$ cat config.mk
export PLATFORM = sky130hd
export DESIGN_NAME = reg_bank
export DESIGN_NICKNAME = d
export VERILOG_FILES = /design/src/rtl/reg_bank.sv
export SDC_FILE = /design/constraint.sdc
export NUM_CORES = 1
export LEC_CHECK = 0
export CAP_MARGIN = 40
export CELL_PAD_IN_SITES_DETAIL_PLACEMENT = 1
export CELL_PAD_IN_SITES_GLOBAL_PLACEMENT = 1
export CORE_MARGIN = 4
export CORE_UTILIZATION = 49
export CTS_CLUSTER_SIZE = 14
export DETAILED_ROUTE_END_ITERATION = 7
export PLACE_DENSITY_LB_ADDON = 0.05
export REMOVE_ABC_BUFFERS = 1
export SYNTH_ARGS = -nofsm -noshare
export SYNTH_HDL_FRONTEND = slang
export SYNTH_SLANG_ARGS = --single-unit
$ cat constraint.sdc
create_clock -name clk -period 3.46 [get_ports clk]
set_input_delay 0.692 -clock clk [delete_from_list [all_inputs] [get_ports clk]]
set_output_delay 0.692 -clock clk [all_outputs]
set_load 0.01 [all_outputs]
$ cat src/rtl/reg_bank.sv
// Register bank with two combinational read ports, one write port and a clear sweep.
// Optional write-to-read bypass is enabled by defining REG_BANK_BYPASS_EN.
module reg_bank #(
    parameter int unsigned DATA_W    = 32,
    parameter int unsigned ADDR_W    = 5,
    parameter int unsigned INIT_MODE = 1,
    parameter int unsigned ZERO_REG  = 0,
    parameter int unsigned DBG_IDX   = 3
) (
    input  logic              clk,
    input  logic              rst,
    input  logic [ADDR_W-1:0] rd1_sel,
    input  logic [ADDR_W-1:0] rd2_sel,
    output logic [DATA_W-1:0] rd1_data,
    output logic [DATA_W-1:0] rd2_data,
    input  logic              we,
    input  logic [ADDR_W-1:0] wr_sel,
    input  logic [DATA_W-1:0] wr_data,
    input  logic              clr_req,
    output logic              ready,
    output logic              wr_drop,
    output logic [DATA_W-1:0] dbg_data
);

    localparam int unsigned       DEPTH   = 2 ** ADDR_W;
    localparam logic [ADDR_W-1:0] DBG_SEL = ADDR_W'(DBG_IDX);

    typedef enum logic {StClear, StReady} state_e;

    state_e            state_q, state_d;
    logic [ADDR_W-1:0] ptr_q, ptr_d;
    logic              wr_drop_q, drop_d;
    logic [DATA_W-1:0] mem_q [DEPTH];
    logic              zero_wr, wr_en;
    logic [DATA_W-1:0] clr_val;
`ifdef REG_BANK_BYPASS_EN
    logic              byp_en;
`endif

    always_ff @(posedge clk) begin
        if (rst) begin
            state_q   <= StClear;
            ptr_q     <= '0;
            wr_drop_q <= 1'b0;
        end else begin
            state_q   <= state_d;
            ptr_q     <= ptr_d;
            wr_drop_q <= drop_d;
        end
    end

    always_comb begin
        state_d = state_q;
        ptr_d   = ptr_q;
        unique case (state_q)
            StClear: begin
                ptr_d = ptr_q + ADDR_W'(1);
                if (ptr_q == '1) begin
                    state_d = StReady;
                end
            end
            StReady: begin
                if (clr_req) begin
                    state_d = StClear;
                    ptr_d   = '0;
                end
            end
        endcase
    end

    always_comb begin
        ready   = (state_q == StReady);
        zero_wr = (ZERO_REG != 0) && (wr_sel == '0);
        wr_en   = ready && we && !clr_req && !zero_wr;
        // Writes into a hardwired-zero entry are silently ignored, never flagged.
        drop_d  = we && !zero_wr && (!ready || clr_req);
        clr_val = (INIT_MODE == 1) ? DATA_W'(ptr_q) : '0;
`ifdef REG_BANK_BYPASS_EN
        byp_en  = ready && we;
`endif
    end

    // Storage is not reset; the sweep initialises it.
    always_ff @(posedge clk) begin
        if (!rst) begin
            if (state_q == StClear) begin
                mem_q[ptr_q] <= clr_val;
            end else if (wr_en) begin
                mem_q[wr_sel] <= wr_data;
            end
        end
    end

    function automatic logic [DATA_W-1:0] read_port(input logic [ADDR_W-1:0] sel);
        logic [DATA_W-1:0] val;
        val = mem_q[sel];
`ifdef REG_BANK_BYPASS_EN
        if (byp_en && (sel == wr_sel)) begin
            val = wr_data;
        end
`endif
        if (!ready || ((ZERO_REG != 0) && (sel == '0))) begin
            val = '0;
        end
        return val;
    endfunction

    always_comb begin
        rd1_data = read_port(rd1_sel);
        rd2_data = read_port(rd2_sel);
    end

    assign wr_drop  = wr_drop_q;
    assign dbg_data = mem_q[DBG_SEL];

endmodule

==> flow_summary.rst, run 1 <==
.. list-table::
   :header-rows: 1

   * - Metric
     - Value
   * - Root buffer cell
     - sky130_fd_sc_hd__clkbuf_16
   * - Syn_area_per_cell
     - 19.8 sq um
   * - Fin crit share
     - 100%
   * - Setup crit end kind
     - output port
   * - Hold WS
     - 0.609 ns
   * - Number of buffers inserted during clock tree synthesis
     - 108
   * - Clock latency on the worst-skew pair
     - 0.71 ns
   * - Number of placed cells counting well taps
     - between 4000 and 5000
   * - Final count of negative-setup-slack endpoints
     - 1
   * - Post-route cell area
     - 59500 sq um
   * - GP Congestion
     - approximately 0.86
   * - Ratio of cells with drive above 1 in the final layout
     - between 40% and 50%
   * - Clock tree from TritonCTS
     - done
   * - FF-to-FF path depth
     - 9
   * - Fraction of the yosys area taken by sequential cells
     - 64.4%
   * - Non-filler instance count after layout
     - 4307
   * - Yosys warning count
     - 0
   * - Horiz. Die Dim
     - 321 um
   * - Final Critical Period
     - 3.46 ns
   * - Largest fanout on the critical path
     - 14
   * - Final setup margin
     - -0.00415 ns
   * - Class of the worst hold path
     - flip-flop to flip-flop
   * - Arrival time at the worst endpoint
     - 2.77 ns
   * - Global-route usage over all layers
     - 32.2%
   * - Effective utilization at floorplan
     - 49.5%
   * - # fillers
     - 8085
   * - Num Clock Sinks
     - roughly 1000
   * - Cell taking the most area after synthesis
     - sky130_fd_sc_hd__edfxtp_1
   * - Leakage
     - 17.8 nW
   * - Number of nets at the end of the flow
     - 2996
   * - Maximum capacitance violations
     - 0
   * - Via count of the first global-routing pass
     - 31500
   * - Maximum number of buffers from clock root to sink
     - 3
   * - Number of input and output port buffers inserted
     - 148
   * - First-pass GRT wire length
     - 234 mm
   * - Power per standard cell area
     - 463 nW/um^2
   * - Most used standard cell by instance count after synthesis
     - sky130_fd_sc_hd__edfxtp_1
   * - Wirelength per Cell
     - 38.6 um
   * - Count of unresolved DRC violations after routing
     - 0
   * - Most used flip-flop cell after synthesis
     - sky130_fd_sc_hd__edfxtp_1
   * - Post-Synthesis Cells
     - between 2000 and 2500
   * - Relative area change from synthesis to final layout
     - 24.2%
   * - Initial detailed-routing violation count
     - roughly 3900
   * - Detailed-route via count
     - 29600
   * - Die area
     - 103000 sq um
   * - Number of vias per cell
     - 6.87
   * - Iteration count of the initial detailed-routing pass
     - 6
   * - Worst slack at placement
     - -0.363 ns
   * - Flops & latches, synth
     - 1031
   * - Fraction of synthesis flops using an asynchronous set or reset pin
     - 0%
   * - Total placed instance area
     - 55300 sq um
   * - Final Hold Vio Count
     - 0
   * - Overflow left after global routing
     - 0
   * - Tot Pwr
     - between 20 and 30 mW
   * - Final max-slew violation count
     - 0
   * - CTS clock-pin slew for the worst setup and hold paths
     - approximately 0.060 ns
   * - Required @ worst endpoint
     - about 2.8 ns
   * - Worst-margin pin slew
     - 0.727 ns
   * - Placeable Area
     - 96900 sq um
   * - Initial antenna violation count
     - 5
   * - Height of the die
     - around 320 um
   * - DPL Wire Length
     - ~110 mm
   * - Hold path cells
     - 2
   * - Cell types with the highest counts after synthesis
     - sky130_fd_sc_hd__edfxtp_1 (1024), sky130_fd_sc_hd__mux4_2 (448), sky130_fd_sc_hd__mux2_2 (133)
   * - Maximum clock skew at final layout
     - 0.0249 ns
   * - Result of the run
     - complete, but fails checks
   * - Number of top-level pins
     - 149
   * - Number of distinct library cells after synthesis
     - 40
   * - Critical Setup Path Class
     - primary input to output port
   * - Fraction of post-synthesis cell area in the top cell type by area
     - 64.1%
   * - Maximum operating frequency
     - approximately 290 MHz
   * - Maximum resistive drop on vdd
     - approximately 0.44 mV
   * - Remaining antenna violation count after routing
     - 0
   * - Final WL
     - 166 mm
   * - Total number of placement rows
     - 114
   * - Leading cell types by total area after synthesis
     - sky130_fd_sc_hd__edfxtp_1 (64%), sky130_fd_sc_hd__mux4_2 (21%), sky130_fd_sc_hd__mux2_2 (3.1%)
   * - Netlist Area Pre-Place
     - 47900 sq um
   * - EDFF count, synth
     - just over 1000
   * - Pin count of the biggest net entering global routing
     - 33
   * - Critical path startpoint category
     - primary input
   * - Worst max-slew margin expressed relative to the limit
     - 51.5%
   * - Violations in the final reports
     - negative setup slack
   * - Maximum level of the CTS H-tree
     - 3
-- power breakdown --
group          switching (mW)  internal, mW
Clock                    4.91          6.78
Sequential             0.0465          13.7
Combinational            1.16          1.03
Total                    6.12          21.5
-- layout by cell type, fill, tap and decap left out, types with 28 or more instances in the layout --
cell	n
sky130_fd_sc_hd__a221oi_1	34
sky130_fd_sc_hd__a22oi_1	61
sky130_fd_sc_hd__a31oi_1	55
sky130_fd_sc_hd__and2_1	28
sky130_fd_sc_hd__buf_12	150
sky130_fd_sc_hd__buf_4	296
sky130_fd_sc_hd__clkbuf_16	114
sky130_fd_sc_hd__clkdlybuf4s50_1	75
sky130_fd_sc_hd__dlygate4sd2_1	46
sky130_fd_sc_hd__edfxtp_1	1024
sky130_fd_sc_hd__mux2_2	132
sky130_fd_sc_hd__mux2i_1	132
sky130_fd_sc_hd__mux4_2	448
sky130_fd_sc_hd__nand2_1	61
sky130_fd_sc_hd__nor2_4	34
sky130_fd_sc_hd__o221ai_1	55
-- cell type report --
type | count | area (sq um) | share of cell area [%]
clock buffer | 135 | 2890 | 4.85
multi-input combinational | 1186 | 16500 | 27.7
inverter | 5 | 32.5 | 0.0546
sequential | 1031 | 30900 | 51.9
timing repair buffer | 611 | 7010 | 11.8
antenna | 1 | 2.50 | 0.00420
tap | 1276 | 1600 | 2.68
clock inverter | 62 | 623 | 1.05
-- state kept, by name (all words and copies together) (netlist names) --
| register | count |
|---|---|
| ptr_q | 5 |
| mem_q | 1024 |
| wr_drop | 1 |
| ready | 1 |
-- kinds of logic after synthesis --
| family | after synthesis | share of synthesized area [%] |
|---|---|---|
| flip-flops | 1031 | 64.4 |
| multiplexers | 713 | 26.9 |
| AO/OA/AOI/OAI | 311 | 4.80 |
| buffers and inverters | 210 | 2.22 |
| AND/OR/NAND/NOR | 160 | 1.58 |
| adder cells (fa/ha/maj) | 2 | 0.0522 |
-- worst max-delay path, cell delays in order --
cell and delay [ns]:
sky130_fd_sc_hd__buf_16 0.18, sky130_fd_sc_hd__buf_16 0.20, sky130_fd_sc_hd__buf_4 0.15, sky130_fd_sc_hd__mux4_2 0.51, sky130_fd_sc_hd__mux2_2 0.32, sky130_fd_sc_hd__o221ai_1 0.23
sky130_fd_sc_hd__a31oi_1 0.13, sky130_fd_sc_hd__clkdlybuf4s15_2 0.31
-- worst paths after layout --
kind / from / endpoint / slack (ns)
worst min register to register: ptr_q[1] / ptr_q[1] / 0.61
worst max register to register: ready / mem_q[2][27] / 0.20
worst min-delay path: ptr_q[1] / ptr_q[1] / 0.61
worst max-delay path: rd2_sel[1] / rd2_data[1] / -0.004
-- metrics by stage --
| stage | TNS [ns] | util, % |
|---|---|---|
| floorplan | -5594.10 | - |
| finish | -0.00415 | 61.5 |
| global placement | -12.28 | 57.0 |
| CTS | -0.256 | 61.1 |
| global route | -0.00742 | 61.5 |
| detailed placement | -13.63 | 57.0 |
-- metal layers --
layer  routed length (um)  part of all wire (%)  global-route usage (%)  vias to the layer above
met2                79800                    48                    51.6                     1822
li1                     -                     -                       -                    11600
met3                16500                   9.9                    7.49                      371
met5                   17                 0.010                       0                        -
met1                63100                    38                    43.3                    15800
met4                 7130                   4.3                    13.1                        2
-- what timing repair did --
item                                    CTS  global route
endpoints found under the setup margin   64            32
buffers inserted                         24            21
gates cloned                              1             3
gates resized for setup                 139            23
hold buffers                              0             0
pin swaps                                 8             4
hold endpoints to repair                  0             0
No activity file was read; power rests on OpenSTA's default activity.
==> inputs of run 2 (changes only) <==
GPL_ROUTABILITY_DRIVEN = 1   (was default)
==> results of run 2 <==
Same layout as run 1: the final DEF is identical, and so are final timing and power.
